--- config.mk ---
export PLATFORM = sky130hd
export DESIGN_NAME = vermi_input_port_flat
export DESIGN_NICKNAME = d
export VERILOG_FILES = /design/src/rtl/vermi_input_pkg.sv /design/src/rtl/vermi_input_port_if.sv /design/src/rtl/vermi_sync_fifo.sv /design/src/rtl/vermi_input_port.sv /design/src/flat_wrapper.sv
export SDC_FILE = /design/constraint.sdc
export NUM_CORES = 1
export LEC_CHECK = 0
export ABC_CLOCK_PERIOD_IN_PS = 4850
export CAP_MARGIN = 20
export CORE_MARGIN = 2
export CORE_UTILIZATION = 52
export DETAILED_ROUTE_END_ITERATION = 12
export MAX_ROUTING_LAYER = met4
export PLACE_DENSITY_LB_ADDON = 0.25
export SYNTH_ARGS = -nofsm -noshare
export SYNTH_HDL_FRONTEND = slang
export SYNTH_SLANG_ARGS = --single-unit
export TNS_END_PERCENT = 20
--- constraint.sdc ---
create_clock -name clk -period 4.85 [get_ports clk]
set_input_delay 1.2125 -clock clk [delete_from_list [all_inputs] [get_ports clk]]
set_output_delay 1.2125 -clock clk [all_outputs]
set_load 0.1 [all_outputs]
--- src/rtl/vermi_input_pkg.sv ---
// Shared register map, bit positions and control-word layout for the
// Vermibus input-port device.
package vermi_input_pkg;

  // Register byte offsets within the device window.
  localparam logic [3:0] DATA_OFS    = 4'h0;
  localparam logic [3:0] STATUS_OFS  = 4'h4;
  localparam logic [3:0] CONTROL_OFS = 4'h8;

  localparam int STATUS_NOT_EMPTY_BIT = 0;
  localparam int STATUS_FULL_BIT      = 1;
  localparam int STATUS_COUNT_LSB     = 8;
  localparam int STATUS_COUNT_W       = 8;

  localparam int CONTROL_FLUSH_BIT  = 0;
  localparam int CONTROL_IRQ_EN_BIT = 1;

  typedef struct packed {
    logic irq_enable;
    logic flush;
  } control_t;

  // Word index of a register, as decoded from address[3:2].
  function automatic logic [1:0] reg_index(input logic [3:0] ofs);
    return ofs[3:2];
  endfunction

endpackage

--- src/rtl/vermi_input_port_if.sv ---
// Vermibus: single-beat CPU register bus. The requester drives address/strobe/data,
// the responder returns ready and read data.
interface Vermibus;
  logic        valid;
  logic        ready;
  logic [31:0] address;
  logic [3:0]  wstrobe;
  logic [31:0] wdata;
  logic [31:0] rdata;

  modport read_write_request (
    output valid, address, wstrobe, wdata,
    input  ready, rdata
  );

  modport read_write_response (
    input  valid, address, wstrobe, wdata,
    output ready, rdata
  );
endinterface

--- src/rtl/vermi_sync_fifo.sv ---
// Synchronous FIFO with occupancy count; flush dominates push and pop.
module vermi_sync_fifo #(
  parameter int WIDTH = 8,
  parameter int DEPTH = 16
) (
  input  logic                       clk,
  input  logic                       reset,
  input  logic                       push,
  input  logic [WIDTH-1:0]           push_data,
  input  logic                       pop,
  input  logic                       flush,
  output logic [WIDTH-1:0]           head,
  output logic [$clog2(DEPTH):0]     count,
  output logic                       empty,
  output logic                       full
);
  localparam int AW = $clog2(DEPTH);
  localparam int CW = AW + 1;

  logic [WIDTH-1:0] mem_q [DEPTH];
  logic [AW-1:0]    wr_ptr_q, wr_ptr_d;
  logic [AW-1:0]    rd_ptr_q, rd_ptr_d;
  logic [CW-1:0]    count_q, count_d;
  logic             do_push, do_pop;

  assign empty   = (count_q == '0);
  assign full    = (count_q == CW'(DEPTH));
  assign count   = count_q;
  assign head    = mem_q[rd_ptr_q];
  assign do_push = push && !full && !flush;
  assign do_pop  = pop && !empty && !flush;

  // Power-of-two depth lets the pointers wrap by plain overflow.
  always_comb begin
    wr_ptr_d = wr_ptr_q;
    rd_ptr_d = rd_ptr_q;
    count_d  = count_q;
    if (flush) begin
      wr_ptr_d = '0;
      rd_ptr_d = '0;
      count_d  = '0;
    end else begin
      if (do_push) wr_ptr_d = wr_ptr_q + AW'(1);
      if (do_pop)  rd_ptr_d = rd_ptr_q + AW'(1);
      case ({do_push, do_pop})
        2'b10:   count_d = count_q + CW'(1);
        2'b01:   count_d = count_q - CW'(1);
        default: count_d = count_q;
      endcase
    end
  end

  always_ff @(posedge clk) begin
    if (reset) begin
      wr_ptr_q <= '0;
      rd_ptr_q <= '0;
      count_q  <= '0;
    end else begin
      wr_ptr_q <= wr_ptr_d;
      rd_ptr_q <= rd_ptr_d;
      count_q  <= count_d;
    end
  end

  // Storage is data-only: never reset, only written on an accepted push.
  always_ff @(posedge clk) begin
    if (do_push) mem_q[wr_ptr_q] <= push_data;
  end

endmodule

--- src/rtl/vermi_input_port.sv ---
// Vermibus input device: host byte stream -> FIFO -> CPU-readable DATA/STATUS/CONTROL.
// Optional data-available interrupt enabled by defining VERMI_INPUT_IRQ_EN.
module vermi_input_port #(
  parameter int DEPTH    = 16,
  parameter int IN_WIDTH = 8
) (
  input  logic                 clk,
  input  logic                 reset,
  Vermibus.read_write_response bus,
  input  logic                 in_valid,
  input  logic [IN_WIDTH-1:0]  in_data,
  output logic                 in_ready,
  output logic                 irq
);
  import vermi_input_pkg::*;

  localparam int CW = $clog2(DEPTH) + 1;
  localparam logic [1:0] DATA_IDX    = reg_index(DATA_OFS);
  localparam logic [1:0] STATUS_IDX  = reg_index(STATUS_OFS);
  localparam logic [1:0] CONTROL_IDX = reg_index(CONTROL_OFS);

  if ((DEPTH < 2) || (DEPTH > 255) || ((DEPTH & (DEPTH - 1)) != 0)) begin : g_bad_depth
    $error("vermi_input_port: DEPTH must be a power of two in 2..128");
  end
  if ((IN_WIDTH < 1) || (IN_WIDTH > 32)) begin : g_bad_width
    $error("vermi_input_port: IN_WIDTH must be 1..32");
  end

  logic                bus_rd, bus_wr;
  logic [1:0]          reg_sel;
  logic                ctrl_sel;
  control_t            ctrl_wr;
  logic                fifo_pop, fifo_flush;
  logic [IN_WIDTH-1:0] fifo_head;
  logic [CW-1:0]       fifo_count;
  logic                fifo_empty, fifo_full;
  logic                irq_enable;

  assign bus.ready  = bus.valid;
  assign bus_rd     = bus.valid && (bus.wstrobe == 4'b0000);
  assign bus_wr     = bus.valid && (bus.wstrobe != 4'b0000);
  assign reg_sel    = bus.address[3:2];
  assign ctrl_sel   = bus_wr && (reg_sel == CONTROL_IDX);
  assign ctrl_wr    = control_t'({bus.wdata[CONTROL_IRQ_EN_BIT], bus.wdata[CONTROL_FLUSH_BIT]});
  assign fifo_pop   = bus_rd && (reg_sel == DATA_IDX);
  assign fifo_flush = ctrl_sel && ctrl_wr.flush;
  assign in_ready   = !fifo_full;

  vermi_sync_fifo #(
    .WIDTH (IN_WIDTH),
    .DEPTH (DEPTH)
  ) u_fifo (
    .clk       (clk),
    .reset     (reset),
    .push      (in_valid),
    .push_data (in_data),
    .pop       (fifo_pop),
    .flush     (fifo_flush),
    .head      (fifo_head),
    .count     (fifo_count),
    .empty     (fifo_empty),
    .full      (fifo_full)
  );

`ifdef VERMI_INPUT_IRQ_EN
  logic irq_enable_q, irq_enable_d;
  logic irq_q, irq_d;

  // irq follows registered state, so it lags the causing edge by one cycle.
  always_comb begin
    irq_enable_d = irq_enable_q;
    if (ctrl_sel) irq_enable_d = ctrl_wr.irq_enable;
    irq_d = irq_enable_q && !fifo_empty;
  end

  always_ff @(posedge clk) begin
    if (reset) begin
      irq_enable_q <= 1'b0;
      irq_q        <= 1'b0;
    end else begin
      irq_enable_q <= irq_enable_d;
      irq_q        <= irq_d;
    end
  end

  assign irq_enable = irq_enable_q;
  assign irq        = irq_q;
`else
  logic unused_irq_enable_bit;
  assign unused_irq_enable_bit = ctrl_wr.irq_enable;
  assign irq_enable = 1'b0;
  assign irq        = 1'b0;
`endif

  always_comb begin
    bus.rdata = '0;
    case (reg_sel)
      DATA_IDX: begin
        if (!fifo_empty) bus.rdata = 32'(fifo_head);
      end
      STATUS_IDX: begin
        bus.rdata[STATUS_NOT_EMPTY_BIT] = !fifo_empty;
        bus.rdata[STATUS_FULL_BIT]      = fifo_full;
        bus.rdata[STATUS_COUNT_LSB +: STATUS_COUNT_W] = STATUS_COUNT_W'(fifo_count);
      end
      CONTROL_IDX: begin
        bus.rdata[CONTROL_IRQ_EN_BIT] = irq_enable;
      end
      default: bus.rdata = '0;
    endcase
  end

  // Upper address bits are decoded by the system top; byte lanes are ignored.
  logic unused_bus_bits;
  assign unused_bus_bits = ^{bus.address[31:4], bus.address[1:0], bus.wdata[31:2]};

endmodule

--- src/flat_wrapper.sv ---
// flat-port wrapper written by rule: the top's interface ports become plain ports
module vermi_input_port_flat import vermi_input_pkg::*;
#(
  parameter int DEPTH    = 16,
  parameter int IN_WIDTH = 8
)
  (clk, reset, in_valid, in_data, in_ready, irq, bus_valid, bus_address, bus_wstrobe, bus_wdata, bus_ready, bus_rdata);
  Vermibus bus_i ();
  input  logic clk;
  input  logic reset;
  input  logic in_valid;
  input  logic [IN_WIDTH-1:0] in_data;
  output logic in_ready;
  output logic irq;
  input wire logic [$bits(bus_i.valid)-1:0] bus_valid;
  input wire logic [$bits(bus_i.address)-1:0] bus_address;
  input wire logic [$bits(bus_i.wstrobe)-1:0] bus_wstrobe;
  input wire logic [$bits(bus_i.wdata)-1:0] bus_wdata;
  output wire logic [$bits(bus_i.ready)-1:0] bus_ready;
  output wire logic [$bits(bus_i.rdata)-1:0] bus_rdata;
  assign bus_i.valid = bus_valid;
  assign bus_i.address = bus_address;
  assign bus_i.wstrobe = bus_wstrobe;
  assign bus_i.wdata = bus_wdata;
  assign bus_ready = bus_i.ready;
  assign bus_rdata = bus_i.rdata;
  vermi_input_port #(.DEPTH(DEPTH), .IN_WIDTH(IN_WIDTH)) u_core (.clk(clk), .reset(reset), .bus(bus_i), .in_valid(in_valid), .in_data(in_data), .in_ready(in_ready), .irq(irq));
endmodule
==> run summary <==
Status = complete, but fails checks
Violated checks = design-rule violations
Worst VDD drop = 246 uV
Worst Hold Depth = 2
Setup Skew = 13.4 ps
RSZ-0062 raised after global routing = no
Fin crit period = 4370 ps
Setup TNS = 0 ps
Post-CTS sizing = 0
Row Count = 39
DIE AREA = 12800 um2
Layout area overhead = 16.3%
CP required = 5130 ps
Final net count = 497
Post-DRT Antenna Nets = 0
Leakage power = 2.42 nW
Wire length of the first global-routing pass = 18300 um
# setup viols final = 0
Register-to-Register Setup Slack = 1360 ps
Dominant synthesized flop cell = edfxtp_1
Placer congestion estimate = 0.815
Post-synthesis cell area = 6170 um2
Initial antenna violation count = 0
WL/cell = 21.1 um
Clock-pin slew on the worst setup and hold paths = 60 ps
Worst path cell trace = clkdlybuf4s50_1 > or4_1 > a221oi_2 > inv_1 > ha_1 > xor2_1 > ha_1 > or4_1 > o221a_2 > a41o_1 > o2111a_1 > or3_1
Reg2reg start = u_core.u_fifo.count[1]
Critical-path maximum fanout = 3
Largest family of logic cells by synthesized area = multiplexers
Clk sink count = 145
Worst-Skew Late Latency = 410 ps
Complex-gate fraction of the synthesized area = 3.04%
Core area = 11500 um2
Setup Fix Bufs, Post-CTS = 0
DRC violations left = 7
Reg area = 4190 um2
Dpl hpwl = 7400 um
CP peak stage delay = 590 ps
Die Y = 113 um
Fmax = 229 MHz
Cells on worst reg2reg path = 11
Filler cells = 842
Final wirelength = 11900 um
Diode count = 0
CTS Buf Count = 17
Crit path arrival time = 4650 ps
Synth cell types = 49
R2r endpoint = u_core.u_fifo.count[4]
Dpl cells = 534
Worst Hold Class = reg -> reg
# hold bufs at CTS = 0
Post-synthesis sequential area ratio = 67.8%
Clock tree buffer depth = 2
Crit path kind = in -> reg
Crit-path slowest cell = or4_1
Vias after detailed routing = 3267
Clock root buffer = clkbuf_16
Yosys warns = 0
Pwr Density = 388 nW/um2
Util after Layout = 62.4%
Rel. slew slack = 35.8%
All-Layer GR Usage = 20.4%
Share of post-route cells with drive strength above 1 = 27.4%
Syn Inst Count = 358
Number of global-route vias before repair = 3216
Starting density of the core = 53.6%
Post-synthesis mux area share = 14.9%
Xor-xnor portion of the synthesized cell area = 1.28%
Post-Synthesis Mean Instance Area = 17.2 um2
Total grt overflow = 0
Area of the multi-input gates = 1790 um2
Worst Max-Slew Pin Slew = 961 ps
H-Tree Depth = 4
Adder-Cell Fraction of Synth Area = 1.42%
EDFF count, synth = 128
Non-filler cells, final = 566
CP Launch Type = input port
DRT Pass-1 Iters = 9
Async set-reset flop share out of synthesis = 0%
Delay-heaviest family, CP = simple AND/OR/NAND/NOR gates
Period utilisation layout = 90.1%
Vias per cell = 5.77
Ports = 115
Top post-synthesis cells by area = edfxtp_1, mux4_2, dfxtp_1
WP buf/inv = 2
Final hold vios = 0
Area leader, netlist = edfxtp_1
Max Transition Viols Final = 0
CTS tree = done
Post-Synth Simple-Gate Area = 7.11%
Critical path endpoint category = flop
Port Buffer Count = 33
Largest net degree at the start of global routing = 33
Worst Hold Launch = u_core.u_fifo.rd_ptr_q[3]
Synthesis-stage register bit count = 145
1st-iter DRT viols = 348
Hold EP = u_core.u_fifo.rd_ptr_q[3]
Maxcap violations = 0
Die width = 113 um
Synth top area share = 62.2%
-- flip-flops by register name, summed over array words and instances, names as in the netlist, named ones only --
register / cells
u_core.u_fifo.rd_ptr_q: 4
u_core.u_fifo.mem_q: 128
u_core.u_fifo.count: 5
u_core.u_fifo.wr_ptr_q: 4
-- metrics by stage --
step	area, um2	hold WS, ps	total power [mW]	setup WS, ps
5_1_grt	7180	557	2.88	386
2_1_floorplan	6250	472	1.58	334
3_3_place_gp	6640	493	1.62	119
3_5_place_dp	6640	518	1.63	102
4_1_cts	7180	534	2.81	520
6_report	7180	531	2.79	482
-- layout by cell type (no fill, tap or decap), drive strengths merged, types with 8 or more instances in the layout --
| master | n |
|---|---|
| nor2b | 8 |
| nor2 | 31 |
| clkdlybuf4s50 | 19 |
| mux4 | 40 |
| clkbuf | 17 |
| buf | 35 |
| dfxtp | 17 |
| conb | 20 |
| nand2 | 12 |
| edfxtp | 128 |
| inv | 16 |
-- metal layers --
layer | part of all wire, % | vias up | global-route usage, %
met1 | 44 | 1658 | 27.7
met3 | 6.5 | 7 | 3.48
li1 | - | 1461 | -
met2 | 49 | 141 | 32.1
met5 | 0 | - | -
met4 | 0.78 | 0 | 6.67
-- final cells by class --
class | count | share of cell area, %
Clock inverter | 15 | 1.69
Multi-Input combinational cell | 184 | 24.9
Timing Repair Buffer | 54 | 6.31
Sequential cell | 145 | 58.3
Inverter | 8 | 0.418
Clock buffer | 17 | 5.92
Tap cell | 143 | 2.49
-- worst min-delay path, stage by stage (launching register included) --
cell and delay, ps:
dfxtp_1 330, xor2_1 90, nor2_1 80
-- synth_stat cells, types with 2 or more instances --
| library cell | n |
|---|---|
| mux2i_1 | 2 |
| nor2_1 | 31 |
| nand2_1 | 12 |
| and2_1 | 5 |
| buf_2 | 5 |
| nor3_1 | 4 |
| xnor2_1 | 3 |
| xor2_1 | 6 |
| edfxtp_1 | 128 |
| inv_1 | 7 |
| a21o_1 | 2 |
| buf_4 | 21 |
| nand2b_1 | 7 |
| ha_1 | 7 |
| nor2b_1 | 8 |
| o221a_2 | 2 |
| o2111ai_1 | 2 |
| a21oi_1 | 6 |
| or4_1 | 2 |
| nand4_1 | 2 |
| nor4_1 | 2 |
| dfxtp_1 | 17 |
| clkbuf_1 | 12 |
| mux4_2 | 40 |
-- how the worst max path moves through the flow --
stage          slack, ps  cells after the start                endpoint           start
2_1_floorplan        330                     12  u_core.u_fifo.count[4]  bus_wstrobe[1]
3_3_place_gp         120                     12  u_core.u_fifo.count[4]  bus_wstrobe[1]
3_5_place_dp         100                     12  u_core.u_fifo.count[4]  bus_wstrobe[1]
4_1_cts              520                     12  u_core.u_fifo.count[4]  bus_wstrobe[1]
5_1_grt              390                     12  u_core.u_fifo.count[4]  bus_wstrobe[1]
6_report             480                     12  u_core.u_fifo.count[4]  bus_wstrobe[1]
-- cell families (layout without fill, tap and decap cells) --
family,Yosys count,after routing
AOI/OAI and AO/OA,23,23
xor gates and xnor gates,9,9
adders and majority gates,7,7
buffers and inverters,48,94
DFF,145,145
muxes,42,42
other,1,20
and+or+nand+nor,83,83
-- report_power, final --
part	switching [mW]	internal (mW)	total, mW
Clock	0.521	0.667	1.19
Combinational	0.158	0.0549	0.213
Sequential	0.0118	1.38	1.39
Total	0.691	2.10	2.79
Note: power is estimated with default switching activity, not from simulation.
